### src/rtl/bbox_overlay_ctrl.sv
// Per-frame bounding-box accumulator and class debouncer feeding the VGA overlay.
// Optional box expansion is enabled by defining BBOX_MARGIN_EN.
module bbox_overlay_ctrl #(
    parameter int unsigned H_DISP        = 640,
    parameter int unsigned V_DISP        = 480,
    parameter int unsigned MIN_HITS      = 64,
    parameter int unsigned HIT_CNT_W     = 20,
    parameter int unsigned STABLE_FRAMES = 3,
    parameter int unsigned MARGIN        = 4
) (
    input  logic        clk,
    input  logic        rst_n,
    input  logic        frame_start,
    input  logic        frame_end,
    input  logic        pix_valid,
    input  logic        pix_hit,
    input  logic [11:0] lcd_x,
    input  logic [11:0] lcd_y,
    input  logic        class_valid,
    input  logic [3:0]  class_in,
    output logic [11:0] x_min,
    output logic [11:0] x_max,
    output logic [11:0] y_min,
    output logic [11:0] y_max,
    output logic        box_valid,
    output logic [3:0]  out_a,
    output logic        upd_pulse
);

    localparam logic [11:0]          HDispW   = 12'(H_DISP);
    localparam logic [11:0]          VDispW   = 12'(V_DISP);
    localparam logic [11:0]          HMax     = 12'(H_DISP - 1);
    localparam logic [11:0]          VMax     = 12'(V_DISP - 1);
    localparam logic [HIT_CNT_W-1:0] MinHitsW = HIT_CNT_W'(MIN_HITS);
    localparam logic [3:0]           StableW  = 4'(STABLE_FRAMES);

    if (STABLE_FRAMES < 1 || STABLE_FRAMES > 15 || MARGIN >= H_DISP || MARGIN >= V_DISP ||
        H_DISP > 4095 || V_DISP > 4095) begin : g_param_err
        $error("bbox_overlay_ctrl: invalid parameter set");
    end

    typedef enum logic [1:0] {StIdle, StAccum, StCommit} state_e;

    state_e state_q, state_d;

    logic [11:0]          xmin_acc_q, xmin_acc_d, xmax_acc_q, xmax_acc_d;
    logic [11:0]          ymin_acc_q, ymin_acc_d, ymax_acc_q, ymax_acc_d;
    logic [HIT_CNT_W-1:0] hit_cnt_q, hit_cnt_d;
    logic                 class_seen_q, class_seen_d;
    logic [3:0]           cand_new_q, cand_new_d, cand_prev_q, cand_prev_d;
    logic [3:0]           stable_cnt_q, stable_cnt_d;

    logic [11:0] x_min_q, x_min_d, x_max_q, x_max_d, y_min_q, y_min_d, y_max_q, y_max_d;
    logic        box_valid_q, box_valid_d, upd_pulse_q, upd_pulse_d;
    logic [3:0]  out_a_q, out_a_d;

    logic        pix_in, restart;
    logic [11:0] box_xmin, box_xmax, box_ymin, box_ymax;

    assign pix_in  = pix_valid & pix_hit & (lcd_x < HDispW) & (lcd_y < VDispW);
    // frame_start during COMMIT is dropped along with the state transition.
    assign restart = frame_start & (state_q != StCommit);

`ifdef BBOX_MARGIN_EN
    // Compare before subtracting/adding so the 12-bit result never wraps.
    localparam logic [11:0] MarginW = 12'(MARGIN);
    assign box_xmin = (xmin_acc_q < MarginW)        ? 12'd0 : xmin_acc_q - MarginW;
    assign box_xmax = (xmax_acc_q > HMax - MarginW) ? HMax  : xmax_acc_q + MarginW;
    assign box_ymin = (ymin_acc_q < MarginW)        ? 12'd0 : ymin_acc_q - MarginW;
    assign box_ymax = (ymax_acc_q > VMax - MarginW) ? VMax  : ymax_acc_q + MarginW;
`else
    assign box_xmin = xmin_acc_q;
    assign box_xmax = xmax_acc_q;
    assign box_ymin = ymin_acc_q;
    assign box_ymax = ymax_acc_q;
`endif

    always_ff @(posedge clk or negedge rst_n) begin
        if (!rst_n) begin
            state_q <= StIdle;
        end else begin
            state_q <= state_d;
        end
    end

    always_comb begin
        state_d = state_q;
        unique case (state_q)
            StIdle:   if (frame_start) state_d = StAccum;
            StAccum:  if (!frame_start && frame_end) state_d = StCommit;
            StCommit: state_d = StIdle;
            default:  state_d = StIdle;
        endcase
    end

    // Accumulator and class-capture next state.
    always_comb begin
        xmin_acc_d   = xmin_acc_q;
        xmax_acc_d   = xmax_acc_q;
        ymin_acc_d   = ymin_acc_q;
        ymax_acc_d   = ymax_acc_q;
        hit_cnt_d    = hit_cnt_q;
        class_seen_d = class_seen_q;
        cand_new_d   = cand_new_q;
        if (restart) begin
            class_seen_d = 1'b0;
            if (pix_in) begin
                xmin_acc_d = lcd_x;
                xmax_acc_d = lcd_x;
                ymin_acc_d = lcd_y;
                ymax_acc_d = lcd_y;
                hit_cnt_d  = HIT_CNT_W'(1);
            end else begin
                xmin_acc_d = HMax;
                xmax_acc_d = 12'd0;
                ymin_acc_d = VMax;
                ymax_acc_d = 12'd0;
                hit_cnt_d  = '0;
            end
        end else if (state_q == StAccum && pix_in) begin
            if (lcd_x < xmin_acc_q) xmin_acc_d = lcd_x;
            if (lcd_x > xmax_acc_q) xmax_acc_d = lcd_x;
            if (lcd_y < ymin_acc_q) ymin_acc_d = lcd_y;
            if (lcd_y > ymax_acc_q) ymax_acc_d = lcd_y;
            if (hit_cnt_q != '1) hit_cnt_d = hit_cnt_q + 1'b1;
        end
        if (class_valid && class_in <= 4'd7) begin
            cand_new_d   = class_in;
            class_seen_d = 1'b1;
        end
    end

    // Committed outputs and debounce state; only move in the COMMIT cycle.
    always_comb begin
        x_min_d      = x_min_q;
        x_max_d      = x_max_q;
        y_min_d      = y_min_q;
        y_max_d      = y_max_q;
        box_valid_d  = box_valid_q;
        out_a_d      = out_a_q;
        cand_prev_d  = cand_prev_q;
        stable_cnt_d = stable_cnt_q;
        upd_pulse_d  = 1'b0;
        if (state_q == StCommit) begin
            upd_pulse_d = 1'b1;
            if (hit_cnt_q >= MinHitsW) begin
                box_valid_d = 1'b1;
                x_min_d     = box_xmin;
                x_max_d     = box_xmax;
                y_min_d     = box_ymin;
                y_max_d     = box_ymax;
            end else begin
                box_valid_d = 1'b0;
                x_min_d     = 12'hFFF;
                x_max_d     = 12'hFFF;
                y_min_d     = 12'hFFF;
                y_max_d     = 12'hFFF;
            end
            if (class_seen_q) begin
                if (cand_new_q == cand_prev_q) begin
                    stable_cnt_d = (stable_cnt_q == 4'd15) ? 4'd15 : stable_cnt_q + 4'd1;
                end else begin
                    stable_cnt_d = 4'd1;
                    cand_prev_d  = cand_new_q;
                end
            end else begin
                stable_cnt_d = 4'd0;
            end
            if (stable_cnt_d >= StableW) out_a_d = cand_prev_d;
        end
    end

    always_ff @(posedge clk or negedge rst_n) begin
        if (!rst_n) begin
            xmin_acc_q   <= 12'd0;
            xmax_acc_q   <= 12'd0;
            ymin_acc_q   <= 12'd0;
            ymax_acc_q   <= 12'd0;
            hit_cnt_q    <= '0;
            class_seen_q <= 1'b0;
            cand_new_q   <= 4'd0;
            cand_prev_q  <= 4'd0;
            stable_cnt_q <= 4'd0;
            x_min_q      <= 12'hFFF;
            x_max_q      <= 12'hFFF;
            y_min_q      <= 12'hFFF;
            y_max_q      <= 12'hFFF;
            box_valid_q  <= 1'b0;
            out_a_q      <= 4'd0;
            upd_pulse_q  <= 1'b0;
        end else begin
            xmin_acc_q   <= xmin_acc_d;
            xmax_acc_q   <= xmax_acc_d;
            ymin_acc_q   <= ymin_acc_d;
            ymax_acc_q   <= ymax_acc_d;
            hit_cnt_q    <= hit_cnt_d;
            class_seen_q <= class_seen_d;
            cand_new_q   <= cand_new_d;
            cand_prev_q  <= cand_prev_d;
            stable_cnt_q <= stable_cnt_d;
            x_min_q      <= x_min_d;
            x_max_q      <= x_max_d;
            y_min_q      <= y_min_d;
            y_max_q      <= y_max_d;
            box_valid_q  <= box_valid_d;
            out_a_q      <= out_a_d;
            upd_pulse_q  <= upd_pulse_d;
        end
    end

    assign x_min     = x_min_q;
    assign x_max     = x_max_q;
    assign y_min     = y_min_q;
    assign y_max     = y_max_q;
    assign box_valid = box_valid_q;
    assign out_a     = out_a_q;
    assign upd_pulse = upd_pulse_q;

endmodule

### config.mk
export PLATFORM = sky130hd
export DESIGN_NAME = bbox_overlay_ctrl
export DESIGN_NICKNAME = d
export VERILOG_FILES = /design/src/rtl/bbox_overlay_ctrl.sv
export SDC_FILE = /design/constraint.sdc
export NUM_CORES = 1
export LEC_CHECK = 0
export ABC_CLOCK_PERIOD_IN_PS = 2100
export CORE_ASPECT_RATIO = 1.1
export CORE_UTILIZATION = 50
export DETAILED_ROUTE_END_ITERATION = 12
export PLACE_DENSITY = 0.85
export SETUP_SLACK_MARGIN = 0.3
export SYNTH_ARGS = -nofsm -noshare
export SYNTH_HDL_FRONTEND = slang
export SYNTH_SLANG_ARGS = --single-unit
### constraint.sdc
create_clock -name clk -period 2.1 [get_ports clk]
set_input_delay 0.315 -clock clk [delete_from_list [all_inputs] [get_ports clk]]
set_output_delay 0.315 -clock clk [all_outputs]
set_load 0.05 [all_outputs]
### Word level (Yosys, flattened, before mapping)

Cells that the tools add are included.

| word-level totals | value |
|---|---|
| register bits after elaboration | 137 |
| bits of input ports | 35 |

| cells by class | value |
|---|---|
| equality and inequality tests | 8 |
| add/sub/neg operators | 2 |
| $lt $le $gt $ge | 9 |
| bitwise gates (word level) | 4 |
| multiplexer cells | 37 |
| reductions and logical operators | 19 |

Operator list:

| cell | number |
|---|---|
| $mux 12 | 20 |
| $mux 20 | 3 |
| $gt 12x12->1 | 2 |
| $lt 12x12->1 | 2 |
| $mux 4 | 6 |
| $add 20x1->20 const B | 1 |
| $ge 20x7->1 const B | 1 |
| $ne 20x20->1 const B | 1 |
| $reduce_and 2->1 | 7 |
| $reduce_bool 2->1 | 7 |
| $lt 12x10->1 const B | 1 |
| $lt 12x9->1 const B | 1 |
| $ne 2x2->1 const B | 3 |
| $mux 1 | 5 |
| $add 4x1->4 const B | 1 |
| $and 1x1->1 | 4 |
| $eq 4x4->1 | 1 |
| $eq 4x4->1 const B | 1 |
| $ge 4x2->1 const B | 1 |
| $le 4x3->1 const B | 1 |
| $mux 2 | 2 |
| $pmux 2 s2 | 1 |
| $logic_and 1x1->1 | 3 |
| $eq 2x1->1 const B | 1 |
| 3 further kinds | 3 |

### Depth between registers and ports, before layout

Gate-level depths: netlist (run 1).

| depth | value |
|---|---|
| word-level depth | 7 |
| mapped depth | 9 |

### Worst setup path after synthesis (run 1)

No wires, ideal clock.

| path | value |
|---|---|
| path kind | flip-flop to flip-flop |
| start point | reg xmin_acc_q[7] (netlist: box_xmin[7]) |
| end point | reg xmin_acc_q[8] (netlist: box_xmin[8]) |
| required time | 1.972 ns |
| stages on the path, launching flop included | 10 |
| buffers on the path | 1 |
| path slack | 0.154 ns |
| arrival | 1.819 ns |
| library setup time | 0.128 ns |
| cells stage by stage | dfrtp_1 inv_1 ha_1 a21oi_1 o21ai_0 a21oi_1 a31oi_1 a41oi_2 buf_4 mux2_1 |

| between the ends | value |
|---|---|
| word-level cells in the longest chain between the ends | 3 |

RTL lines:

| what | RTL line | source |
|---|---|---|
| start, declared | 46 | `logic [11:0] xmin_acc_q, xmin_acc_d, xmax_acc_q, xmax_acc_d;` |
| start signal, assigned | 192 | `xmin_acc_q <= xmin_acc_d;` |
| $lt 12x12->1 | 121 | `if (lcd_x < xmin_acc_q) xmin_acc_d = lcd_x;` |
| $reduce_bool 2->1 (no line) | n/a |  |
| $reduce_and 2->1 (no line) | n/a |  |

No other way between the ends.
A chain may end at the register's enable or synchronous reset.

### Worst setup path in the final report (run 1)

| path | value |
|---|---|
| start point | reg ymax_acc_q[3] (netlist: box_ymax[3]) |
| end point | reg ymax_acc_q[1] (netlist: box_ymax[1]) |

| between the ends | value |
|---|---|
| word-level cells in the longest chain between the ends | 3 |

RTL lines:

| what | RTL line | source |
|---|---|---|
| start, declared | 47 | `logic [11:0] ymin_acc_q, ymin_acc_d, ymax_acc_q, ymax_acc_d;` |
| start signal, assigned | 195 | `ymax_acc_q <= ymax_acc_d;` |
| $gt 12x12->1 | 124 | `if (lcd_y > ymax_acc_q) ymax_acc_d = lcd_y;` |
| $reduce_bool 2->1 (no line) | n/a |  |
| $reduce_and 2->1 (no line) | n/a |  |

No other way between the ends.

==> parameters.txt, run 1 <==
Parameter                              Value

Outcome
  Run status    complete, but fails checks
  Violations in the final reports    setup timing

Die
  I/O pins    slightly below 90
  DIE WIDTH    113 µm
  Core Box Area    13,300 µm²
  Vertical extent of the die    125 µm
  Row count    44
  Die outline area    14,100 µm²
  Initial Utilization    51.5%

CTS
  Number of buffers created by CTS    17
  Clock tree from TritonCTS    yes
  Root buffer cell    sky130_fd_sc_hd__clkbuf_16
  Maximum clock path buffer count    2
  Htree depth    4
  Clk pin slew, worst setup/hold paths    60 ps
  Count of clock tree sinks    137
  Clk Latency, worst-skew pair    440 ps

Pwr
  Worst vdd rail ir drop    648 µV
  P per Cell Area    859 nW/µm²
  Static Leak    4.52 nW

Worst setup path
  Startpoint class of the critical path    register
  Endpoint of the lowest-slack register-to-register path    box_ymax[1]$_DFFE_PN0P_
  Cell breakdown of the critical path    inv_1, ha_1, a21oi_1, a211o_1, o2111ai_2, o22ai_4, buf_6, mux2i_1
  R2R setup slack    -240 ps
  Cell with the biggest individual delay on the critical path    sky130_fd_sc_hd__a21oi_1
  Launching point of the worst reg2reg path    box_ymax[3]$_DFFE_PN0P_
  Critical Path AT    2670 ps
  Reg2reg path depth    8
  Crit-path max FO    7
  Required time worst endpoint    between 2000 and 2500 ps
  CP max stage delay    around 400 ps
  Type of destination of the critical path    register
  Worst setup path class    register to register

Detailed routing
  Number of violations reported at the end of detailed-routing iteration 0    684
  Total wirelength of the detailed-routed design    roughly 25 mm
  Routed via count divided by cell count    6.35
  Total number of vias    roughly 6,500
  Number of optimization iterations in the first detailed-route pass    5
  Post-detailed-route count of antenna-violating nets    0
  Routed length per instance    24.8 µm
  DRC violations left    0

Logic synthesis
  Ys async rst share    100%
  Post-synth net total    between 700 and 800
  Count of flip-flops with a built-in enable after synthesis    0
  Post-synth design cell area    6830 µm²
  Main synth FF type    sky130_fd_sc_hd__dfrtp_1
  Sequential cell area fraction in the yosys report    51.0%
  Number of storage elements in the synthesis netlist    137
  Cell count after synthesis    626
  Synth warn    0
  Synthesized area per cell    10.9 µm²
  Count of unique library cells instantiated by Yosys    49

Final layout
  Number of antenna diodes    0
  Most frequent standard cell in the layout excluding fill and tap cells    sky130_fd_sc_hd__buf_4
  Area growth syn-to-layout    46.3%
  Nets    908
  Most frequent cells in the layout    sky130_fd_sc_hd__buf_4 (94), sky130_fd_sc_hd__dfrtp_1 (86), sky130_fd_sc_hd__o22a_1 (48), sky130_fd_sc_hd__dfstp_2 (48), sky130_fd_sc_hd__nor2_1 (43)
  Core occupancy in the finished layout    75.4%
  Share of cells above drive strength 1    a little over two fifths
  Finished Layout Cells    1,021

Timing
  Final Hold Violating Endpoints    0
  RSZ-0062 raised after global routing    true
  Post-route worst hold slack    371 ps
  Slew Viols, Final    0
  Final setup TNS    -3240 ps
  Maximum clock rate    between 400 and 500 MHz
  Final worst-path setup slack    -239 ps
  Tmin final    2340 ps
  Worst slew margin relative to its limit    64.6%
  Number of endpoints failing setup at the final stage    39
  Worst slew pin tran    531 ps
  Final worst-path cycle share    111%
  Setup skew after layout    ~12 ps

Flow run
  Maxcap violations    0

Hold path
  Worst hold path startpoint    lcd_x[4]
  Worst Hold Class    primary input to register
  Hold path cells    3
  Hold endpoint    box_xmax[4]$_DFFE_PN0P_

Placement
  Routability cong.    0.929
  Post-place setup slack    -441 ps
  Number of instances in the placed design    921
  Port buffer count    88
  Placed wire-length estimate    approximately 12 mm

Global route
  Peak-usage layer in the global routing report    met2
  Antenna violations before repair    0
  Pin count of the biggest net entering global routing    56
  Aggregate global-route resource usage    31.5%
  Vias in the first global route    6,496
  Global-route wire length before repair    ~34 mm
  Overall overflow remaining after global route    0
  Met2 Usage GRT    a little over half
  Met3 Resource Use GR    6.28%
  Met1 track demand over resource in global routing    a little under two fifths
-- synthesized netlist by cell type (14+ instances only) --
cell	count	share of area, %
sky130_fd_sc_hd__xor2_1	20	2.6
sky130_fd_sc_hd__dfrtp_1	89	33
sky130_fd_sc_hd__nand4_1	15	1.4
sky130_fd_sc_hd__o22a_1	48	6.2
sky130_fd_sc_hd__nor2_1	50	2.7
sky130_fd_sc_hd__a21oi_1	38	2.8
sky130_fd_sc_hd__inv_1	59	3.2
sky130_fd_sc_hd__ha_1	49	9.0
sky130_fd_sc_hd__clkbuf_1	14	0.77
sky130_fd_sc_hd__o21ai_0	25	1.8
sky130_fd_sc_hd__mux2_2	21	3.5
sky130_fd_sc_hd__mux2i_1	21	3.1
sky130_fd_sc_hd__nand2_1	37	2.0
sky130_fd_sc_hd__dfstp_2	48	18
-- cell type report --
type                            instances  area [µm²]
Clock buffer                           24         492
Clock inverter                          8         143
Fill cell                             704        3270
Inverter                               59         221
Multi-Input combinational cell        404        3650
Sequential cell                       137        3490
Tap cell                              184         230
Timing Repair Buffer                  205        1770
-- worst max-delay path by stage --
stage                              from                 endpoint  slack (ps)
4_1_cts         box_ymax[1]$_DFFE_PN0P_  box_ymax[3]$_DFFE_PN0P_          10
6_report        box_ymax[3]$_DFFE_PN0P_  box_ymax[1]$_DFFE_PN0P_        -240
3_3_place_gp                   lcd_x[7]  box_xmin[7]$_DFFE_PN0P_        -310
5_1_grt         box_ymax[3]$_DFFE_PN0P_  box_ymax[1]$_DFFE_PN0P_        -300
2_1_floorplan  box_xmin[10]$_DFFE_PN0P_  box_xmin[8]$_DFFE_PN0P_         200
3_5_place_dp                   lcd_y[7]  box_ymin[8]$_DFFE_PN0P_        -440
-- cell families (layout without fill, tap and decap cells) --
family                   count (synthesis)  in the layout  synth area share (%)
adder cells (fa/ha/maj)                 49             49                  8.97
XOR/XNOR                                22             22                  2.82
flip-flops                             137            137                  51.0
multiplexers                            43             43                  6.70
AO/OA/AOI/OAI                          132            132                  13.5
buffers and inverters                   85            296                  5.22
AND/OR/NAND/NOR                        158            158                  11.7
-- stage by stage --
step	instance area (µm²)	total power (W)
6_report	10000	0.00859
3_3_place_gp	8220	0.00473
4_1_cts	9430	0.00814
5_1_grt	10000	0.00878
3_5_place_dp	8220	0.00482
2_1_floorplan	6850	0.00418
-- worst max-delay path: cells and delay by family (launching register included) --
| kind | cells | cell delay, ps |
|---|---|---|
| adders and majority gates | 1 | 280 |
| DFF | 1 | 380 |
| muxes | 1 | 270 |
| AOI/OAI and AO/OA | 4 | 990 |
| buffers and inverters | 2 | 310 |
-- per-layer routing --
| metal | vias to the layer above | wire [µm] | part of all wire, % |
|---|---|---|---|
| met2 | 503 | 12200 | 48 |
| met5 | - | 0 | 0 |
| li1 | 2602 | - | - |
| met3 | 166 | 2210 | 8.7 |
| met4 | 0 | 1780 | 7.0 |
| met1 | 3215 | 9100 | 36 |
-- sequential cells by signal, indices dropped and copies added (netlist names), 2 cells and up --
signal and cells:
state_q 2, y_max 12, y_min 12, box_ymin 12, box_xmin 12, box_xmax 12
hit_cnt_q 20, x_min 12, cand_new_q 4, cand_prev_q 4, box_ymax 12, x_max 12
out_a 4, stable_cnt_q 4
-- where the power goes --
part | switching (W) | internal [W] | leakage (nW)
logic | 0.00127 | 0.000840 | 2.57
clock network | 0.00119 | 0.00211 | 0.310
registers | 0.000216 | 0.00297 | 1.64
total | 0.00267 | 0.00592 | 4.52
-- repair_timing --
item | CTS | global route
setup buffers | 31 | 34
setup endpoints to repair | 118 | 101
hold buffers | 1 | 0
pin swaps | 28 | 35
cloned | 2 | 0
hold endpoints to repair | 24 | 0
gates resized for setup | 191 | 131
Note: power is estimated with default switching activity, not from simulation.
==> inputs of run 2 (changes only) <==
Settings changed: CORE_ASPECT_RATIO 1.1 to 0.75.
==> run 2 against run 1 <==
Clock power down 5%. Fmax down 3.6%. The flow still finishes with violations (setup timing). Total power down 1.1%. Worst setup slack worse by 87 ps. Combinational power up 3%. Wire length up 10%. Via count up 4.0%. Sequential power about the same. First-iteration DRC count up 1.2%.
==> parameters.txt, run 2 (same netlist as run 1, synthesis figures left out) <==
Parameter                              Value

CTS
  Htree depth    4
  Clock tree from TritonCTS    yes
  Clk Latency, worst-skew pair    450 ps
  Root buffer cell    sky130_fd_sc_hd__clkbuf_16
  Count of clock tree sinks    roughly 140
  Number of buffers created by CTS    17
  Clk pin slew, worst setup/hold paths    70 ps
  Maximum clock path buffer count    2

Timing
  Tmin final    2430 ps
  Final worst-path setup slack    -326 ps
  Worst slew margin relative to its limit    roughly three fifths
  Worst slew pin tran    between 600 and 700 ps
  Number of endpoints failing setup at the final stage    46
  Final setup TNS    -6860 ps
  Setup skew after layout    22.3 ps
  RSZ-0062 raised after global routing    true
  Final Hold Violating Endpoints    0
  Final worst-path cycle share    116%
  Slew Viols, Final    0
  Maximum clock rate    412 MHz

Final layout
  Finished Layout Cells    1,019
  Final instance area    10,200 µm²
  Share of cells above drive strength 1    about 46%
  Most frequent standard cell in the layout excluding fill and tap cells    sky130_fd_sc_hd__buf_4
  Biggest register    hit_cnt_q
  Flip-flop count of the largest register after layout    20
  Most frequent cells in the layout    sky130_fd_sc_hd__buf_4 (98), sky130_fd_sc_hd__dfrtp_1 (88), sky130_fd_sc_hd__o22a_1 (48), sky130_fd_sc_hd__dfstp_2 (48), sky130_fd_sc_hd__nor2_1 (43)
  Number of fillers in the final layout    645
  Nets    919
  Total area of multi-input combinational cells    3780 µm²
  Area used by sequential logic in the layout    roughly 3500 µm²
  Area growth syn-to-layout    48.8%
  Number of antenna diodes    0

Flow run
  Maxcap violations    0

Hold path
  Worst Hold Class    primary input to register
  Hold path cells    3
  Hold endpoint    box_xmax[9]$_DFFE_PN0P_
  Worst hold path startpoint    lcd_x[9]

Die
  Row count    36
  I/O pins    89
  Vertical extent of the die    103 µm
  Die outline area    14,100 µm²
  DIE WIDTH    137 µm
  Initial Utilization    52.0%
  Core Box Area    between 10,000 and 15,000 µm²

Detailed routing
  Routed length per instance    27.3 µm
  Number of violations reported at the end of detailed-routing iteration 0    692
  Routed via count divided by cell count    6.62
  DRC violations left    0
  Total wirelength of the detailed-routed design    27.9 mm
  Total number of vias    6,743
  Post-detailed-route count of antenna-violating nets    0
  Number of optimization iterations in the first detailed-route pass    7

Outcome
  Run status    complete, but fails checks
  Violations in the final reports    setup timing

Pwr
  Final Power    roughly 0.0085 W
  P per Cell Area    between 800 and 900 nW/µm²
  Worst vdd rail ir drop    655 µV
  Static Leak    4.60 nW

Worst setup path
  Startpoint class of the critical path    register
  Crit-path max FO    6
  Required time worst endpoint    2440 ps
  R2R setup slack    -330 ps
  Launching point of the worst reg2reg path    box_ymax[1]$_DFFE_PN0P_
  Critical Path AT    2770 ps
  Type of destination of the critical path    register
  Reg2reg path depth    9
  Endpoint of the lowest-slack register-to-register path    box_ymax[6]$_DFFE_PN0P_
  Worst setup path class    register to register

Placement
  Port buffer count    approximately 90
  Routability cong.    0.955
  Placed Area    8240 µm²
  Number of instances in the placed design    909
  Placed wire-length estimate    12.5 mm

Global route
  Peak-usage layer in the global routing report    met2
  Antenna violations before repair    0
  Met2 Usage GRT    56.3%
  Global-route wire length before repair    around 35 mm
  Met3 Resource Use GR    7.80%
  Met1 track demand over resource in global routing    about 41%
  Overall overflow remaining after global route    0
  Aggregate global-route resource usage    34.1%
  Vias in the first global route    6,386
  Pin count of the biggest net entering global routing    56
## run 2: final cells by class
type / instances / area share [%]
clock inverters: 12 / 1.40
repair buffers: 216 / 18.4
well taps: 171 / 2.10
clock buffers: 20 / 4.49
multi-input cells: 404 / 37.2
flip-flops and latches: 137 / 34.3
inverters: 59 / 2.18
## run 2: how the worst max path moves through the flow
stage / from / end / slack, ps
floorplan: box_xmin[10]$_DFFE_PN0P_ / box_xmin[8]$_DFFE_PN0P_ / 200
global placement: lcd_x[9] / box_xmin[0]$_DFFE_PN0P_ / -350
detailed placement: lcd_x[9] / box_xmin[6]$_DFFE_PN0P_ / -450
CTS: box_ymax[1]$_DFFE_PN0P_ / box_ymax[5]$_DFFE_PN0P_ / 130
global route: box_ymax[1]$_DFFE_PN0P_ / box_ymax[6]$_DFFE_PN0P_ / -330
finish: box_ymax[1]$_DFFE_PN0P_ / box_ymax[6]$_DFFE_PN0P_ / -330
## run 2: timing repair
action	CTS	global route
pin swaps	37	37
setup endpoints to repair	113	105
hold buffers	1	0
gates cloned	2	0
gates resized for setup	195	159
hold endpoints to repair	21	0
setup buffers	46	29
## run 2: layer usage
metal  routed length (µm)  part of all wire (%)  vias up
li1                     -                     -     2626
met3                 3290                    12      224
met1                 9630                    35     3275
met2                12600                    45      618
met5                    0                     0        -
met4                 2340                   8.4        0
## run 2: critical path, stage by stage (launching register included)
cell,delay (ps)
sky130_fd_sc_hd__dfrtp_1,430
sky130_fd_sc_hd__inv_2,100
sky130_fd_sc_hd__ha_4,200
sky130_fd_sc_hd__nor2b_4,120
sky130_fd_sc_hd__o211ai_1,250
sky130_fd_sc_hd__a211o_1,300
sky130_fd_sc_hd__o2111ai_2,190
sky130_fd_sc_hd__o22ai_4,260
sky130_fd_sc_hd__buf_6,190
sky130_fd_sc_hd__mux2i_1,270
## run 2: power breakdown
| part | switching, W | internal, W | total, W |
|---|---|---|---|
| sequential | 0.000218 | 0.00297 | 0.00318 |
| combinational | 0.00132 | 0.000848 | 0.00217 |
| clock | 0.00133 | 0.00182 | 0.00315 |
## run 2: per-stage QoR
stage	setup slack (ps)	hold WS, ps	utilization [%]
after global placement	-349	340	62.7
after detailed placement	-449	346	62.7
final	-326	308	77.3
after global routing	-328	295	77.3
after floorplan	199	19.4	-
after CTS	126	352	73.0
